File: config.mk
export PLATFORM = sky130hd
export DESIGN_NAME = multiplier_top
export DESIGN_NICKNAME = d
export VERILOG_FILES = /design/src/rtl/multiplier_pkg.sv /design/src/rtl/multiplier_datapath.sv /design/src/rtl/multiplier_top.sv
export SDC_FILE = /design/constraint.sdc
export NUM_CORES = 1
export LEC_CHECK = 0
export BUFFER_PORTS_ARGS = -buffer_cell sky130_fd_sc_hd__buf_4
export CAP_MARGIN = 20
export CORE_MARGIN = 3
export CORE_UTILIZATION = 35
export CTS_CLUSTER_DIAMETER = 60
export DETAILED_ROUTE_END_ITERATION = 8
export GPL_TIMING_DRIVEN = 0
export SETUP_SLACK_MARGIN = 0.5
export SYNTH_ARGS = -nofsm -noshare
export SYNTH_HDL_FRONTEND = slang
export SYNTH_SLANG_ARGS = --single-unit
File: constraint.sdc
create_clock -name clock -period 2.9 [get_ports clock]
set_clock_uncertainty 0.05 [all_clocks]
set_input_delay 0.87 -clock clock [delete_from_list [all_inputs] [get_ports clock]]
set_output_delay 0.87 -clock clock [all_outputs]
set_load 0.01 [all_outputs]
File: src/rtl/multiplier_pkg.sv
// Shared types and sizing for the sequential shift-and-add multiplier.
package multiplier_pkg;
  localparam int MULT_W     = 16;
  localparam int MCAND_W    = 4;
  localparam int PROD_W     = MULT_W + MCAND_W;
  localparam int ITER_CNT_W = 2;
  localparam int ACC_W      = PROD_W + 1;

  typedef enum logic [1:0] {
    IDLE = 2'd0,
    CALC = 2'd1,
    DONE = 2'd2
  } state_e;
endpackage

File: src/rtl/multiplier_datapath.sv
// Accumulator, latched multiplicand-to-add register, 17-bit adder and right shifter.
module multiplier_datapath
  import multiplier_pkg::*;
(
  input  logic              clk_i,
  input  logic              rst_i,
  input  logic              load_i,
  input  logic              step_i,
  input  logic [MULT_W-1:0]  mult_i,
  input  logic [MCAND_W-1:0] mcand_i,
  output logic [PROD_W-1:0]  prod_o
);
  logic [ACC_W-1:0]  acc_q, acc_d;
  logic [MULT_W-1:0] mult_q, mult_d;
  logic [MULT_W:0]   sum;

  always_comb begin
    acc_d  = acc_q;
    mult_d = mult_q;
    // Upper 17 bits keep the carry so the add never loses the MSB before the shift.
    sum    = acc_q[ACC_W-1:MCAND_W] + (acc_q[0] ? {1'b0, mult_q} : {(MULT_W+1){1'b0}});
    if (load_i) begin
      acc_d  = {{(MULT_W+1){1'b0}}, mcand_i};
      mult_d = mult_i;
    end else if (step_i) begin
      acc_d  = {1'b0, sum, acc_q[MCAND_W-1:1]};
    end
  end

  always_ff @(posedge clk_i) begin
    if (rst_i) begin
      acc_q  <= '0;
      mult_q <= '0;
    end else begin
      acc_q  <= acc_d;
      mult_q <= mult_d;
    end
  end

  assign prod_o = acc_q[PROD_W-1:0];
endmodule

File: src/rtl/multiplier_top.sv
// Control FSM for the 16x4 shift-and-add multiplier with registered product/Done.
module multiplier_top
  import multiplier_pkg::*;
(
  input  logic               clock,
  input  logic               reset,
  input  logic               St,
  input  logic [MULT_W-1:0]  Mult,
  input  logic [MCAND_W-1:0] Mcand,
  output logic [PROD_W-1:0]  product,
  output logic               Done
);
  state_e                state_q;
  logic [ITER_CNT_W-1:0] cnt_q;
  logic [PROD_W-1:0]     product_q;
  logic                  done_q;
  logic                  load, step;
  logic [PROD_W-1:0]     acc_prod;

  // A start is refused while the Done pulse is still high, so it lands on the
  // first edge after Done falls.
  assign load = (state_q == IDLE) && St && !done_q;
  assign step = (state_q == CALC);

  multiplier_datapath u_dp (
    .clk_i   (clock),
    .rst_i   (reset),
    .load_i  (load),
    .step_i  (step),
    .mult_i  (Mult),
    .mcand_i (Mcand),
    .prod_o  (acc_prod)
  );

  always_ff @(posedge clock) begin
    if (reset) begin
      state_q   <= IDLE;
      cnt_q     <= '0;
      product_q <= '0;
      done_q    <= 1'b0;
    end else begin
      done_q <= 1'b0;
      unique case (state_q)
        IDLE: if (load) begin
          cnt_q   <= '0;
          state_q <= CALC;
        end
        CALC: begin
          cnt_q <= cnt_q + 1'b1;
          if (cnt_q == ITER_CNT_W'(MCAND_W - 1)) state_q <= DONE;
        end
        // Result is latched out on leaving DONE; Done is high the following cycle.
        DONE: begin
          product_q <= acc_prod;
          done_q    <= 1'b1;
          state_q   <= IDLE;
        end
        default: state_q <= IDLE;
      endcase
    end
  end

  assign product = product_q;
  assign Done    = done_q;
endmodule

==> reports/qor.yml, run 1 <==
outcome: "completed"
period_needed_ns: 2.347
topRoutingLayerUsed: "met4"
drt_pass1_iterations: 4
start_util: 0.3701
worst_pin_slew_ns: 0.5708
syn_to_final_growth_pct: 31.17
postSynth.asyncResetShare: 0
wl_met3_um: 375
ys.flop_type: "dfxtp_1"
p_leak_uw: 0.001567
finalHoldViolCount: 0
io_pins: 44
dp.cells: 509
core_area_sq_um: 7928
setup-violations-final: 0
root_buffer: "clkbuf_8"
clockBufferDepth: 2
nNetsFinal: 468
viasPerCell: 5.017
slew_headroom: 0.6194
clock_latency_ns: 0.34
min_to: "u_dp.mult_q[7]"
gp_congestion: 0.8896
layout-drive-gt1-share: 0.2269
die_x_um: 97.56
wl_met1_um: 3656
p_per_area_nw_per_um2: 507.8
grt_start_max_net_pins: 11
antenna_left: 0
hp-start: "u_dp.mult_q[7]"
drt_iter0_markers: 153
cp.required_ns: 3.09
numPortBuffers: 43
htree_levels: 3
rows: 32
r2r_cells: 10
grt_pass1_vias: 2599
path_clk_slew_ns: 0.07
fin_util: 0.4855
min_period_over_period: 0.8093
syn_inst: 364
route.vias.total: 2679
synth.avg_cell_area_sq_um: 8.061
fp.dieH_um: 97.56
grt_pass1_wl_um: 12680
max_freq_ghz: 0.4261
synth_fp_nets: 405
clock-sinks: 61
fp.dieArea_sq_um: 9518
grt_overflow_total: 0
finalWirelength_um: 7830
yosysWarnings: 0
gr-usage-all-layers: 0.1663
cp.arrival_ns: 2.54
endpoint_kind: "flop"
synth_top_area_frac: 0.4162
finalMaxSlewViolations: 0
place_ws_ns: 0.04257
final.setup.worst_slack_ns: 0.5529
ir_drop_v: 0.0002313
cts_buffers: 9
yosys_register_bits: 61
r2r_setup_slack_ns: 0.55
setup_tns_ns: 0
critical_path_class: "reg2reg"
antenna_cells: 0
postCtsHoldBufs: 0
synth_area_sq_um: 2934
antenna_found_initial: 0
wl_per_cell_um: 14.66
cts_tree: "yes"
dp_hpwl_um: 5412
synth_edf_count: 0
drc: 0
ys_seq_area_frac: 0.4162
stdcell_count: 534
synth_common_cells: "101 x nand2_1, 61 x dfxtp_1, 60 x a21oi_1, 17 x ha_1, 16 x and2_1"
rsz0062_at_grt: "true"
cp_max_fo: 8
worstSetupStartpointType: "flop"
fillers: 789
synth_top_area_cell: "dfxtp_1"
route.met2.wl_um: 3621
hold_class: "reg2reg"
min_path_cells: 2
cap_violations: 0
ys_types: 44
yosysMostFrequentCell: "nand2_1"
r2r_end: "u_dp.acc_q[17]"
synth.area.top_cells: "dfxtp_1 42%, nand2_1 13%, a21oi_1 10%, ha_1 7.2%, and2_1 3.4%"
timing.rr.start: "u_dp.acc_q[0]"
-- worst max-delay path: stages, from the launching register on --
cell	delay, ns
dfxtp_4	0.36
buf_8	0.13
and2_4	0.14
ha_4	0.15
fa_2	0.38
a21oi_4	0.21
o21ai_4	0.09
a211oi_4	0.33
o31ai_2	0.10
xnor2_1	0.13
a22o_1	0.17
-- flip-flops by register name (all words and copies together) (netlist names) --
register and flops:
product 20, Done 1, u_dp.acc_q 20, cnt_q 2, state_q 2, u_dp.mult_q 16
-- report_power, final --
| group | switching, uW | internal (uW) |
|---|---|---|
| Sequential | 14.6 | 859 |
| Clock | 332 | 594 |
| Combinational | 91.7 | 63.1 |
-- placed cells by master (no fill, tap or decap), types with 5 or more instances in the layout --
cell type,netlist,layout
nand3_1,7,7
xor2_1,6,6
nor2_1,15,15
buf_4,1,48
nand2_1,101,101
a21oi_1,60,54
clkbuf_1,14,15
dfxtp_1,61,60
and2_1,16,14
a22o_1,5,5
inv_1,5,5
clkbuf_8,0,10
xnor2_1,6,6
buf_6,1,6
ha_1,17,10
-- how the worst max path moves through the flow --
| stage | from | endpoint | slack [ns] |
|---|---|---|---|
| floorplan | u_dp.acc_q[0] | u_dp.acc_q[17] | 0.50 |
| global placement | u_dp.acc_q[0] | u_dp.acc_q[17] | 0.05 |
| detailed placement | u_dp.acc_q[0] | u_dp.acc_q[16] | 0.04 |
| CTS | u_dp.acc_q[0] | u_dp.acc_q[17] | 0.46 |
| global route | u_dp.acc_q[0] | u_dp.acc_q[7] | 0.45 |
| finish | u_dp.acc_q[0] | u_dp.acc_q[17] | 0.55 |
-- kinds of logic after synthesis --
family	synth area share
simple gates	0.2290
mux	0.006823
fa+ha+maj	0.07932
compound gates	0.1974
xor+xnor	0.03582
flops	0.4162
buf+inv	0.03539
-- final cells by class --
cell class                      instances  area, sq um  area share
Timing Repair Buffer                   52        409.1      0.1063
Buffer                                 19        96.34     0.02503
Clock inverter                          4        95.09     0.02471
Inverter                                5        18.77    0.004876
Clock buffer                           12        145.1     0.03771
Sequential cell                        61         1225      0.3183
Multi-Input combinational cell        279         1732      0.4499
Tap cell                              102        127.6     0.03316
-- per-layer routing --
metal	vias to the layer above	global-route usage
li1	1367	-
met1	1231	0.2102
met2	63	0.2746
met3	18	0.03374
met4	0	0.07029
met5	-	0
-- timing repair --
action / in CTS / in global routing
resized for setup: 14 / 23
buffers inserted: 8 / 1
setup endpoints to repair: 11 / 11
endpoints found under the hold margin: 0 / 0
pin swaps: 6 / 14
-- metrics by stage --
step                      total power (uW)  hold WS, ns  area [sq um]
after floorplan                      977.3       0.3817          2934
after global placement                1034       0.3888          3385
after detailed placement              1038       0.3937          3385
after CTS                             1967       0.4026          3749
after global routing                  2014       0.4232          3849
final                                 1954       0.4020          3849
No activity file was read; power rests on OpenSTA's default activity.
==> inputs of run 2 (changes only) <==
Clock period 2.9 ns to 1.95 ns, I/O delays scaled along.
==> run 2 against run 1 <==
  * The run now ends with negative setup slack left
  * Total power up 49%
  * Via count up 9.7%
  * Cell count up 4.7%
  * Hold slack about the same
  * Global-route usage up 0.90 points
  * First-iteration DRC count down 3.9%
  * Die area unchanged
  * Clock-buffer cell count down 1
  * Largest power group is now sequential cells
==> reports/qor.yml, run 2 (synthesis gave the netlist of run 1 again) <==
grt_overflow_total: 0  # unchanged
finalHoldViolCount: 0  # unchanged
outcome: "finished with violations"
period_needed_ns: 2.382  # +0.03524 ns
place_ws_ns: -0.6255  # -0.6681 ns
final_cell_mix: "84 x nand2_1, 46 x buf_4, 38 x dfxtp_1"
p_per_area_nw_per_um2: 633.3  # +25%
root_buffer: "clkbuf_8"
critical_path_class: "reg2reg"
finalWirelength_um: 9128  # +17%
dp_hpwl_um: 5463  # +0.96%
viasPerCell: 5.256  # +4.8%
antenna_cells: 0  # unchanged
grt_start_max_net_pins: 11  # unchanged
start_util: 0.3701  # unchanged
pwr-share-clk: 0.424  # -0.050
fillers: 709  # -10%
max_freq_ghz: 0.4198  # -1.5%
grt.busiest_layer: "met2"
clock-sinks: 61  # unchanged
nNetsFinal: 493  # +5.3%
place_area_sq_um: 3462  # +2.3%
min_path_cells: 2  # unchanged
switchingPower_uw: 740.5  # +69%
r2r_cells: 11  # +1
antenna_found_initial: 0  # unchanged
slowest_delay_ns: 0.38  # about the same
clockBufferDepth: 2  # unchanged
p_comb_frac: 0.127  # +0.048
worst_pin_slew_ns: 0.5703  # -0.0005115 ns
rsz0062_at_grt: "true"
met2_usage: 0.3010  # +0.02636
pwr-share-seq: 0.450  # +0.003
cp.required_ns: 2.14  # -0.95 ns
gp_congestion: 0.9383  # +5.5%
cts_buffers: 9  # unchanged
ir_drop_v: 0.0003047  # +32%
postCtsHoldBufs: 0  # unchanged
grt_pass1_vias: 2778  # +6.9%
cp_max_fo: 5  # -3
grt_pass1_wl_um: 13500  # +6.5%
drt_iter0_markers: 147  # -3.9%
clock_latency_ns: 0.35  # about the same
hold_class: "reg2reg"
drc: 0  # unchanged
route.vias.total: 2938  # +9.7%
numPortBuffers: 43  # unchanged
cap_violations: 0  # unchanged
layout-drive-gt1-share: 0.4748  # +0.2480
drt_pass1_iterations: 6  # +2
switching_share: 0.2544  # +0.03022
fin_util: 0.5797  # +0.09422
fin_area_sq_um: 4596  # +19%
antenna_left: 0  # unchanged
final.setup.worst_slack_ns: -0.4323  # -0.9852 ns
use_met1: 0.2143  # +0.004030
io_pins: 44  # unchanged
min_period_over_period: 1.222  # +0.4124
wl_per_cell_um: 16.33  # +11%
endpoint_kind: "flop"
path_cells: "buf_8 > and2_4 > ha_4 > fa_2 > a21oi_4 > o21ai_4 > a211oi_4 > buf_6 > o31ai_2 > xnor2_1 > a22o_1"
final_common_cell: "nand2_1"
setup-violations-final: 12  # +12
p_leak_uw: 0.001900  # +21%
slew_headroom: 0.6198  # about the same
fp.dieArea_sq_um: 9518  # unchanged
cp.arrival_ns: 2.57  # +0.03 ns
cp_top_family: "compound AO/OA/AOI/OAI gates"
core_area_sq_um: 7928  # unchanged
crit_buf_inv: 2  # +1
rows: 32  # unchanged
gr-usage-all-layers: 0.1753  # +0.009027
path_clk_slew_ns: 0.07  # about the same
worstSetupStartpointType: "flop"
syn_to_final_growth_pct: 56.63
power.internal_uw: 2170  # +43%
htree_levels: 3  # unchanged
finalMaxSlewViolations: 0  # unchanged
fp.dieH_um: 97.56  # unchanged
die_x_um: 97.56  # unchanged
met3_usage: 0.03805  # +0.004307
violations: "negative setup slack"
cts_tree: "yes"
setup_tns_ns: -3.510  # -3.510 ns
slowest_stage: "dfxtp_4"
total_power_uw: 2911  # +49%
worst-path-stages: 11  # +1
run 2: path summary, 6_finish.rpt:
path	start	end	slack, ns
setup reg to reg	u_dp.acc_q[0]	u_dp.acc_q[17]	-0.43
hold / removal	product[11]	product[11]	0.40
hold reg to reg	product[11]	product[11]	0.40
setup / recovery	u_dp.acc_q[0]	u_dp.acc_q[17]	-0.43
run 2: layout make-up:
type | count | area [sq um] | share of cell area
buffer | 19 | 143.9 | 0.03131
clock buffer | 11 | 131.4 | 0.02859
clock inverter | 5 | 75.07 | 0.01634
inverter | 5 | 18.77 | 0.004084
multi-input combinational | 279 | 2100 | 0.4568
sequential | 61 | 1260 | 0.2742
tap | 102 | 127.6 | 0.02777
timing repair buffer | 77 | 739.5 | 0.1609
run 2: routing by layer:
layer	wire (um)	part of all wire	vias up
met5	0	0	-
met4	257	0.028	0
met3	508	0.056	20
met2	4543	0.50	99
met1	3818	0.42	1405
li1	-	-	1414
run 2: timing repair:
item / in CTS / in global routing
cloned: 1 / 2
endpoints found under the setup margin: 49 / 79
pin swaps: 28 / 33
buffers inserted: 13 / 18
gates resized for setup: 38 / 141
run 2: worst min-delay path: stages, from the launching register on:
cell     delay, ns
dfxtp_2       0.32
nand2_1       0.05
a21oi_1       0.05
run 2: metrics by stage:
step / hold slack [ns] / cells
after floorplan: 0.3845 / 364
after global placement: 0.3922 / 509
after detailed placement: 0.3967 / 509
after CTS: 0.4082 / 539
after global routing: 0.4233 / 559
final: 0.4017 / 559
run 2: power by group through the flow:
stage	Combinational [uW]	Clock, uW	Sequential (uW)
after global routing	397	1300	1310
final	368	1230	1310
after global placement	226	0	1330
after CTS	257	1240	1300
after detailed placement	228	0	1330
after floorplan	146	0	1320
==> inputs of run 3 (changes only) <==
Clock period 1.95 ns to 2.5 ns, I/O delays scaled along.
==> run 3 against run 2 <==
  * The flow now finishes without violations
  * Global-route usage is 0.70 points lower
  * Flip-flop and latch count did not move
  * Sequential power shrank 23%
  * Critical path depth up 3
  * Die area did not move
  * Largest power group unchanged
==> reports/qor.yml, run 3 (synthesis gave the netlist of run 1 again) <==
period_needed_ns: 2.418  # +0.03567 ns
ir_drop_v: 0.0002516  # -17%
min_period_over_period: 0.9672  # -0.2545
layout-drive-gt1-share: 0.2948  # -0.1801
drc: 0  # unchanged
antenna_cells: 0  # unchanged
rsz0062_at_grt: "true"
root_buffer: "clkbuf_8"
worstSetupStartpointType: "flop"
cp.required_ns: 2.73  # +0.59 ns
antenna_found_initial: 0  # unchanged
wl_per_cell_um: 15.03  # -8.0%
gr-usage-all-layers: 0.1684  # -0.006956
slew_headroom: 0.6240  # +0.004167
start_util: 0.3701  # unchanged
path_clk_slew_ns: 0.08  # about the same
htree_levels: 3  # unchanged
hold_class: "reg2reg"
final_common_cell: "nand2_1"
clock-sinks: 61  # unchanged
grt_pass1_vias: 2684  # -3.4%
final_cell_mix: "100 x nand2_1, 60 x dfxtp_1, 54 x buf_4"
fp.dieH_um: 97.56  # unchanged
cp_max_fo: 5  # unchanged
grt_start_max_net_pins: 13  # +2
core_area_sq_um: 7928  # unchanged
cap_violations: 0  # unchanged
finalMaxSlewViolations: 0  # unchanged
fp.dieArea_sq_um: 9518  # unchanged
clock_latency_ns: 0.35  # about the same
setup_tns_ns: 0  # +3.510 ns
grt_overflow_total: 0  # unchanged
worst_pin_slew_ns: 0.5626  # -0.007722 ns
die_x_um: 97.56  # unchanged
grt_pass1_wl_um: 13050  # -3.3%
dp_hpwl_um: 5464  # about the same
route.vias.total: 2759  # -6.1%
io_pins: 44  # unchanged
endpoint_kind: "flop"
p_leak_uw: 0.001605  # -16%
antenna_left: 0  # unchanged
numPortBuffers: 43  # unchanged
rows: 32  # unchanged
viasPerCell: 5.081  # -3.3%
setup-violations-final: 0  # -12
postCtsHoldBufs: 0  # unchanged
cts_buffers: 9  # unchanged
fillers: 778  # +9.7%
outcome: "completed"
cts_tree: "yes"
finalWirelength_um: 8160  # -11%
clockBufferDepth: 2  # unchanged
max_freq_ghz: 0.4136  # -1.5%
critical_path_class: "reg2reg"
drt_pass1_iterations: 4  # -2
gp_congestion: 0.8340  # -11%
syn_to_final_growth_pct: 36.46
fin_util: 0.5051  # -0.07465
cp.arrival_ns: 2.65  # +0.08 ns
finalHoldViolCount: 0  # unchanged
p_per_area_nw_per_um2: 522.1  # -18%
nNetsFinal: 477  # -3.2%
drt_iter0_markers: 105  # -29%
run 3: cell types whose count changed in the layout (fill, tap and decap cells not counted), moves of 4 or more:
cell / previous run / this run
dfxtp_1: 38 / 60
buf_6: 29 / 8
dfxtp_2: 19 / 0
a21oi_1: 34 / 50
a21oi_2: 24 / 8
nand2_1: 84 / 100
nand2_4: 13 / 0
buf_4: 46 / 54
clkbuf_1: 5 / 13
clkbuf_2: 8 / 0
and2_4: 7 / 3
run 3: what timing repair did:
action	4_1_cts	5_1_grt
endpoints found under the setup margin	12	13
cloned	1	0
resized for setup	23	30
buffers inserted	14	3
pin swaps	26	19
run 3: metal layers:
layer  GRT usage  share of wire
met5           0              0
met4     0.06922          0.021
met3     0.04235          0.042
met2      0.2673           0.47
met1      0.2176           0.47
run 3: final timing paths:
check | startpoint | endpoint | slack, ns | cells after the start
worst max-delay path | u_dp.acc_q[0] | u_dp.acc_q[7] | 0.08 | 14
worst max register to register | u_dp.acc_q[0] | u_dp.acc_q[7] | 0.08 | 14
worst min register to register | u_dp.mult_q[14] | u_dp.mult_q[14] | 0.40 | 2
worst min-delay path | u_dp.mult_q[14] | u_dp.mult_q[14] | 0.40 | 2
run 3: final cells by class:
class                      count  area, sq um  share of cell area
multi-input combinational    279         1852              0.4625
sequential                    61         1225              0.3059
timing repair buffer          61        484.2              0.1209
tap                          102        127.6             0.03187
clock buffer                   9        123.9             0.03094
buffer                        19        96.34             0.02406
clock inverter                 7        76.32             0.01906
inverter                       5        18.77            0.004688
run 3: power breakdown:
part | switching (uW) | internal [uW]
registers | 18.1 | 996
logic | 107 | 77.0
clock network | 429 | 463
total | 555 | 1540
run 3: worst max-delay path, cell delays in order (launching register included):
cell and delay, ns:
dfxtp_4 0.37, buf_8 0.13, and2_4 0.14, ha_4 0.16, fa_2 0.39, a21oi_4 0.20
buf_6 0.13, buf_6 0.09, buf_6 0.08, buf_6 0.08, buf_6 0.08, o21bai_1 0.08
xor2_1 0.18, nand2_1 0.09, a21oi_2 0.12
run 3: metrics by stage:
step	area, sq um	cells	setup WS [ns]	hold slack, ns	total power, uW
after floorplan	2983	364	0.2119	0.3817	1137
after global placement	3433	509	-0.04527	0.3883	1202
after detailed placement	3433	509	-0.06756	0.3936	1207
after CTS	3865	540	0.1469	0.4041	2100
after global routing	4004	543	-0.006344	0.4213	2170
final	4004	543	0.08200	0.4030	2091
